## src/rtl/window_gen_if.sv

```systemverilog
// Bundle of the window generator's control inputs and window status outputs.
// The master side (frequency-path controller) drives the control fields;
// the slave side (window_gen) drives the gate, the strobes and the sequence count.
interface window_gen_if #(
  parameter int CNT_W = 32,
  parameter int SEQ_W = 16
);
  logic             enable;
  logic             mode;
  logic             start;
  logic             abort;
  logic [CNT_W-1:0] win_len;

  logic             gate;
  logic             win_start;
  logic             win_done;
  logic             win_abort;
  logic             len_err;
  logic             busy;
  logic [SEQ_W-1:0] win_seq;

  modport master (
    output enable, mode, start, abort, win_len,
    input  gate, win_start, win_done, win_abort, len_err, busy, win_seq
  );

  modport slave (
    input  enable, mode, start, abort, win_len,
    output gate, win_start, win_done, win_abort, len_err, busy, win_seq
  );
endinterface

```

## src/rtl/window_gen.sv

```systemverilog
// Measurement-window generator for the ring-oscillator frequency path.
// Produces a gate of programmable length, a fixed guard gap between windows
// for counter readout, single-cycle start/done/abort/len_err strobes and a
// wrapping count of completed windows. Every output comes straight from a flop.
module window_gen #(
  parameter int CNT_W       = 32,
  parameter int SEQ_W       = 16,
  parameter int DEFAULT_LEN = 10000,
  parameter int MIN_LEN     = 2,
  parameter int GAP_CYC     = 4
) (
  input  logic        clk,
  input  logic        rst_n,
  window_gen_if.slave bus
);

  typedef enum logic [1:0] {
    IDLE = 2'd0,
    RUN  = 2'd1,
    GAP  = 2'd2
  } state_t;

  localparam logic [CNT_W-1:0] DEFAULT_LEN_C = CNT_W'(DEFAULT_LEN);
  localparam logic [CNT_W-1:0] MIN_LEN_C     = CNT_W'(MIN_LEN);
  localparam logic [CNT_W-1:0] GAP_LAST_C    = CNT_W'(GAP_CYC - 1);

  state_t           state_q;
  logic [CNT_W-1:0] ct_q;
  logic [CNT_W-1:0] len_q;
  logic             mode_q;
  logic             gate_q;
  logic             win_start_q;
  logic             win_done_q;
  logic             win_abort_q;
  logic             len_err_q;
  logic             busy_q;
  logic [SEQ_W-1:0] win_seq_q;

  logic             kill;
  logic             clamp;
  logic             launch;
  logic [CNT_W-1:0] len_d;
  logic [CNT_W-1:0] run_last;

  // Trigger and length-selection decode shared by the IDLE and end-of-gap launch paths
  always_comb begin
    kill     = bus.abort || !bus.enable;
    clamp    = (bus.win_len < MIN_LEN_C);
    len_d    = clamp ? DEFAULT_LEN_C : bus.win_len;
    run_last = len_q - CNT_W'(1);
    launch   = 1'b0;
    if (state_q == IDLE) begin
      launch = bus.enable && !bus.abort && (!bus.mode || bus.start);
    end else if (state_q == GAP) begin
      launch = (ct_q == GAP_LAST_C) && !kill && !mode_q;
    end
  end

  // Window sequencer: state, cycle counter, latched length/mode and all registered outputs
  always_ff @(posedge clk or negedge rst_n) begin
    if (!rst_n) begin
      state_q     <= IDLE;
      ct_q        <= '0;
      len_q       <= DEFAULT_LEN_C;
      mode_q      <= 1'b0;
      gate_q      <= 1'b0;
      win_start_q <= 1'b0;
      win_done_q  <= 1'b0;
      win_abort_q <= 1'b0;
      len_err_q   <= 1'b0;
      busy_q      <= 1'b0;
      win_seq_q   <= '0;
    end else begin
      win_start_q <= 1'b0;
      win_done_q  <= 1'b0;
      win_abort_q <= 1'b0;
      len_err_q   <= 1'b0;
      if (launch) begin
        state_q     <= RUN;
        ct_q        <= '0;
        len_q       <= len_d;
        mode_q      <= bus.mode;
        gate_q      <= 1'b1;
        win_start_q <= 1'b1;
        len_err_q   <= clamp;
        busy_q      <= 1'b1;
      end else begin
        unique case (state_q)
          IDLE: begin
            gate_q <= 1'b0;
            busy_q <= 1'b0;
          end
          RUN: begin
            if (kill) begin
              state_q     <= IDLE;
              ct_q        <= '0;
              gate_q      <= 1'b0;
              win_abort_q <= 1'b1;
              busy_q      <= 1'b0;
            end else if (ct_q == run_last) begin
              state_q    <= GAP;
              ct_q       <= '0;
              gate_q     <= 1'b0;
              win_done_q <= 1'b1;
              win_seq_q  <= win_seq_q + SEQ_W'(1);
            end else begin
              ct_q <= ct_q + CNT_W'(1);
            end
          end
          GAP: begin
            if (kill || (ct_q == GAP_LAST_C)) begin
              state_q <= IDLE;
              ct_q    <= '0;
              busy_q  <= 1'b0;
            end else begin
              ct_q <= ct_q + CNT_W'(1);
            end
          end
          default: begin
            state_q <= IDLE;
            ct_q    <= '0;
            gate_q  <= 1'b0;
            busy_q  <= 1'b0;
          end
        endcase
      end
    end
  end

  assign bus.gate      = gate_q;
  assign bus.win_start = win_start_q;
  assign bus.win_done  = win_done_q;
  assign bus.win_abort = win_abort_q;
  assign bus.len_err   = len_err_q;
  assign bus.busy      = busy_q;
  assign bus.win_seq   = win_seq_q;

endmodule

```

## src/flat_wrapper.sv

```systemverilog
// flat-port wrapper written by rule: the top's interface ports become plain ports
module window_gen_flat 
#(
  parameter int CNT_W       = 32,
  parameter int SEQ_W       = 16,
  parameter int DEFAULT_LEN = 10000,
  parameter int MIN_LEN     = 2,
  parameter int GAP_CYC     = 4
)
  (clk, rst_n, bus_enable, bus_mode, bus_start, bus_abort, bus_win_len, bus_gate, bus_win_start, bus_win_done, bus_win_abort, bus_len_err, bus_busy, bus_win_seq);
  window_gen_if #(.CNT_W(CNT_W), .SEQ_W(SEQ_W)) bus_i ();
  input  logic clk;
  input  logic rst_n;
  input wire logic [$bits(bus_i.enable)-1:0] bus_enable;
  input wire logic [$bits(bus_i.mode)-1:0] bus_mode;
  input wire logic [$bits(bus_i.start)-1:0] bus_start;
  input wire logic [$bits(bus_i.abort)-1:0] bus_abort;
  input wire logic [$bits(bus_i.win_len)-1:0] bus_win_len;
  output wire logic [$bits(bus_i.gate)-1:0] bus_gate;
  output wire logic [$bits(bus_i.win_start)-1:0] bus_win_start;
  output wire logic [$bits(bus_i.win_done)-1:0] bus_win_done;
  output wire logic [$bits(bus_i.win_abort)-1:0] bus_win_abort;
  output wire logic [$bits(bus_i.len_err)-1:0] bus_len_err;
  output wire logic [$bits(bus_i.busy)-1:0] bus_busy;
  output wire logic [$bits(bus_i.win_seq)-1:0] bus_win_seq;
  assign bus_i.enable = bus_enable;
  assign bus_i.mode = bus_mode;
  assign bus_i.start = bus_start;
  assign bus_i.abort = bus_abort;
  assign bus_i.win_len = bus_win_len;
  assign bus_gate = bus_i.gate;
  assign bus_win_start = bus_i.win_start;
  assign bus_win_done = bus_i.win_done;
  assign bus_win_abort = bus_i.win_abort;
  assign bus_len_err = bus_i.len_err;
  assign bus_busy = bus_i.busy;
  assign bus_win_seq = bus_i.win_seq;
  window_gen #(.CNT_W(CNT_W), .SEQ_W(SEQ_W), .DEFAULT_LEN(DEFAULT_LEN), .MIN_LEN(MIN_LEN), .GAP_CYC(GAP_CYC)) u_core (.clk(clk), .rst_n(rst_n), .bus(bus_i));
endmodule
```

## config.mk

```make
export PLATFORM = sky130hd
export DESIGN_NAME = window_gen_flat
export DESIGN_NICKNAME = d
export VERILOG_FILES = /design/src/rtl/window_gen_if.sv /design/src/rtl/window_gen.sv /design/src/flat_wrapper.sv
export SDC_FILE = /design/constraint.sdc
export NUM_CORES = 1
export LEC_CHECK = 0
export BUFFER_PORTS_ARGS = -buffer_cell sky130_fd_sc_hd__buf_2
export CAP_MARGIN = 20
export CORE_MARGIN = 2
export CORE_UTILIZATION = 40
export DETAILED_ROUTE_END_ITERATION = 12
export GPL_ROUTABILITY_DRIVEN = 0
export PLACE_DENSITY = 0.54
export SETUP_SLACK_MARGIN = 0.1
export SLEW_MARGIN = 20
export SYNTH_ARGS = -nofsm -noshare
export SYNTH_HDL_FRONTEND = slang
export SYNTH_SLANG_ARGS = --single-unit
```

## constraint.sdc

```tcl
create_clock -name clk -period 4.42 [get_ports clk]
set_input_delay 0 -clock clk [delete_from_list [all_inputs] [get_ports clk]]
set_output_delay 0 -clock clk [all_outputs]
set_load 0.03 [all_outputs]
```

# Word-level counts from Yosys, hierarchy flattened
# Cells that the tools add are included.
# word_totals
regBits,89
word_cells,73
output_inout_bits,22
latch_bits,0
in_bits,38
mem_bits_rw,0
mem_bits_ro,0
n_memories,0
# op_classes
muxes,30
n_div,0
eq_ne,9
mul,0
shift,0
bitwise,2
order_cmp,1
addsub,3
n_reduce_logical,17
# op_table
op,count
$mux W32,5
$pmux W32 S3,1
$add A32 B1 Y32 const B,1
$eq A32 B2 Y1 const B,1
$eq A32 B32 Y1,1
$lt A32 B2 Y1 const B,1
$sub A32 B1 Y32 const B,1
$mux W1,17
$add A16 B1 Y16 const B,1
$mux W2,4
$pmux W2 S3,1
$logic_not A1 Y1,5
$logic_and A1 B1 Y1,4
$ne A2 B1 Y1 const B,2
$ne A4 B1 Y1 const B,1
$pmux W1 S2,2
$reduce_and A2 Y1,2
$reduce_and A4 Y1,1
$logic_or A1 B1 Y1,3
$ne A3 B1 Y1 const B,1
$ne A3 B2 Y1 const B,1
$reduce_and A3 Y1,1
$eq A2 B1 Y1 const B,1
$eq A2 B2 Y1 const B,1
2 further kinds,3

# Longest topological paths before layout
# depth
ltp_word,9
ltp_mapped,14
depth_no_buf,11

# Least setup slack after synthesis
# Ideal clock, no wire load.
# synth_timing
path_kind,register to register
startpoint,reg u_core.len_q[0]
endpoint,reg u_core.win_seq_q[1] (netlist: u_core.bus.win_seq[1])
t_arrival_ns,3.233
stages_incl_launch_ff,14
required_ns,4.292
slack_ns,1.060
n_path_buf,3
setup_ns,0.128
path_cell_list,dfrtp_1 > inv_1 > ha_1 > nor3b_1 > and4_1 > buf_2 > and4_1 > o22ai_1 > nor4b_1 > nand4_1 > or4_1 > buf_2 > buf_6 > mux2_1
# synth_via
elab_chain_len,3
# synth_lines
element,line_no,text
start: declaration,window_gen.sv:29,logic [CNT_W-1:0] len_q;
start signal: assignment,window_gen.sv:81,len_q <= len_d;
$sub A32 B1 Y32,window_gen.sv:50,run_last = len_q - CNT_W'(1);
$eq A32 B32 Y1,window_gen.sv:100,end else if (ct_q == run_last) begin
$reduce_and A4 Y1 (no line),-,
end signal: assignment,window_gen.sv:105,win_seq_q <= win_seq_q + SEQ_W'(1);
end: declaration,window_gen.sv:37,logic [SEQ_W-1:0] win_seq_q;
# No other way between the ends.
# A chain may end at the register's enable or synchronous reset.

# Final worst setup path
# layout_timing
startpoint,reg u_core.len_q[16]
endpoint,reg u_core.win_seq_q[15] (netlist: u_core.bus.win_seq[15])
# The elaborated chain is that of the path after synthesis.

==> flow_summary.toml <==
[status]
run_status = "finished, final reports clean"

[global_route]
first_global_vias = 5029
grt_max_degree = 50
grt_pass1_wl_mm = 25.4
globalRouteTotalUtil_pct = 21.8
globalRouteOverflowTotal = 0
number_of_antenna_violations_at_the_first_check_in_global_routing = 0

[hold_path]
min_delay_worst_endpoint = "u_core.bus.win_abort"
timing.hold.worst.start = "bus_enable"
hold_path_depth = 3
hold_class = "input pin to flip-flop"

[logic_synthesis]
avgSynthCellArea_sq_um = 9.11
cell_area_after_technology_mapping_sq_um = 5620
ys_top_cells_by_count = "dfrtp_1 (84), nand2_1 (63), nor2_1 (40), xor2_1 (37), nor4_1 (35)"
syn_inst = 617
synth-edff-count = 0
post_synthesis_register_bit_count = 89
postSynthNetCount = 662
synthArstFlopShare_pct = 100
most_frequently_used_cell_type_in_the_post_synthesis_netlist = "dfrtp_1"
ys_seq_area_share_pct = 39.7
synth_top_area_share_pct = 37.4
yosys.area.top_type = "dfrtp_1"
yosys-top-cells-area = "dfrtp_1 (37%), xor2_1 (5.8%), mux2_2 (5.0%)"
synth.lib_cells_used.distinct = 60
yosysWarnings = 0
primary_flip_flop_cell_chosen_by_synthesis_mapping = "dfrtp_1"

[final_layout]
multiInputGateArea_sq_um = 3200
n_fill_cell = 1302
drive_gt1_share_pct = 18.3
sequential_standard_cell_area_sq_um = 2230
layout-area-overhead-vs-synth_pct = 20.4
nNetsFinal = 745
utilization_pct = 49.0
n_antenna_cell = 0

[cts]
cts.sinks = 89
h-tree-depth = 3
clock_path_buffers = 2
clk_transition_reported_paths_ns = 0.06
cts_buffers = 9
clockRootBuffer = "clkbuf_16"
clk_latency_ns = 0.35
clock_tree_from_tritoncts = "yes"

[worst_setup_path]
crit_path_end_kind = "flip-flop"
buffers_inverters_on_critical_path = 0
worstReg2RegEnd = "u_core.bus.win_seq[15]"
cpPeakStageDelay_ns = 0.80
critical_path_arrival_ns = 4.32
timing.rr.start = "u_core.len_q[16]"
required_ns = 4.70
crit_top_cell = "or4_1"
timing_worst_setup_path_type = "flip-flop to flip-flop"
critical_path.slowest_cell = "or4_1"
r2r_cells = 9
timing.critical_path.cells = "or4_1, nor4_1, nand4b_1, xnor2_1, nor4b_1, nand4_1, or4_1, nor4_2, xor2_1"
critical_path_peak_fanout = 16
critical_path.top_delay_family = "simple AND/OR/NAND/NOR gates"
crit_path_start_kind = "flip-flop"
ff2ff_setup_slack_ns = 0.38

[die]
row_count = 43
design.core.area_sq_um = 13800
area_of_the_die_sq_um = 15000
die_height_um = 123
die_span_x_um = 123
ios = 60
initial_core_util_pct = 40.7

[timing]
max-slew-margin-rel_pct = 44.8
fraction_of_the_cycle_the_final_worst_path_needs_pct = 91.3
timing.final.hold_violations = 0
timing_max_transition_violations_final = 0
fin_crit_ns = 4.04
max_clock_freq_ghz = 0.248
fin_worst_skew_ns = 0.00648
tightest_slew_ns = 0.826
setup-violations-final = 0
setup-tns-final_ns = 0
rsz0062_at_grt = "no"

[pwr]
power.share.clock_pct = 25.1
power.switching_w = 0.00131
fin_total_pwr_w = 0.00337
leakagePower_nw = 2.89
power.density_nw_per_um2 = 498
pwr-share-comb_pct = 36.6
switching_share_pct = 38.8
sequentialPowerShare_pct = 38.3
p_int_w = 0.00206
vdd_ir_drop_max_mv = 0.300

[placement]
numPortBuffers = 59
detailedPlacementHpwl_mm = 11.3

[routing]
ant_nets = 0
detail_route.iter0.violations = 269
detailedRoute.firstPassIterationCount = 5
remaining_drc_errors = 0
vias_per_cell = 5.72
detail_route.wirelength_mm = 15.8
wire_per_inst_um = 17.9
dr_total_vias = 5062

[flow_run]
max_cap_violations = 0
## metal layers
metal / vias to the layer above / wire (um) / track usage [%]
li1: 2452 / - / -
met1: 2474 / 6840 / 26.2
met2: 106 / 7970 / 38.5
met3: 30 / 536 / 3.90
met4: 0 / 460 / 8.98
met5: - / 0 / 0
## tightest hold or removal path, cell delays in order
cell and delay, ns:
buf_2 0.09, nor2b_1 0.18, nor2b_1 0.11
## flip-flops by register name (all words and copies together) (netlist names), 2 cells and up
name and count:
u_core.ct_q 32, u_core.len_q 32, u_core.state_q 2, u_core.bus.win_seq 16
## power by group through the flow
stage               Combinational [W]  Sequential [W]  Clock (W)
detailed placement            0.00120         0.00130          0
floorplan                    0.000911         0.00122          0
global route                  0.00137         0.00132   0.000901
CTS                           0.00123         0.00129   0.000866
finish                        0.00123         0.00129   0.000846
global placement              0.00119         0.00129          0
## final cells by class
cell class	count	share of cell area, %
multi-input combinational	480	47.3
sequential	89	33.0
timing repair buffer	103	10.6
clock buffer	11	3.73
tap	180	3.33
clock inverter	5	1.15
inverter	17	0.943
## worst max path at each step
stage                              to  cells past startpoint  slack, ns        startpoint
2_1_floorplan   u_core.bus.win_seq[1]                     13       1.06   u_core.len_q[0]
3_3_place_gp   u_core.bus.win_seq[15]                      9       0.59  u_core.len_q[15]
3_5_place_dp   u_core.bus.win_seq[15]                      9       0.47  u_core.len_q[16]
4_1_cts        u_core.bus.win_seq[15]                      9       0.47  u_core.len_q[16]
5_1_grt        u_core.bus.win_seq[15]                      9       0.12  u_core.len_q[16]
6_report       u_core.bus.win_seq[15]                      9       0.38  u_core.len_q[16]
## placed cells by master (no fill, tap or decap), types with 24 or more instances in the layout
master	instances
mux2_2	25
xnor2_1	24
nor4_1	35
nand3_1	24
dfrtp_1	84
dlygate4sd3_1	35
xor2_1	37
o21ai_0	32
nor2_1	40
nand2_1	63
buf_2	58
## metrics by stage
step                area [sq um]  hold slack [ns]  setup slack, ns  std cells
floorplan                   5620           -0.296             1.06        617
global route                6770            0.119            0.118        885
global placement            6090           0.0342            0.590        834
detailed placement          6090           0.0365            0.466        834
CTS                         6770           0.0733            0.472        885
finish                      6770           0.0856            0.383        885
## kinds of logic after synthesis
| group | after synthesis | synth area share (%) |
|---|---|---|
| AND/OR/NAND/NOR | 280 | 27.4 |
| AO/OA/AOI/OAI | 103 | 12.6 |
| flip-flops | 89 | 39.7 |
| XOR/XNOR | 61 | 9.50 |
| buffers and inverters | 48 | 3.45 |
| multiplexers | 29 | 5.74 |
| adder cells (fa/ha/maj) | 7 | 1.56 |
## timing repair
item | 4_1_cts | 5_1_grt
resized for setup | 0 | 0
endpoints found under the hold margin | 74 | 0
hold buffers | 35 | 0
setup endpoints to repair | 0 | 0
buffers inserted | 0 | 0
Power figures use the tool's default switching activity.
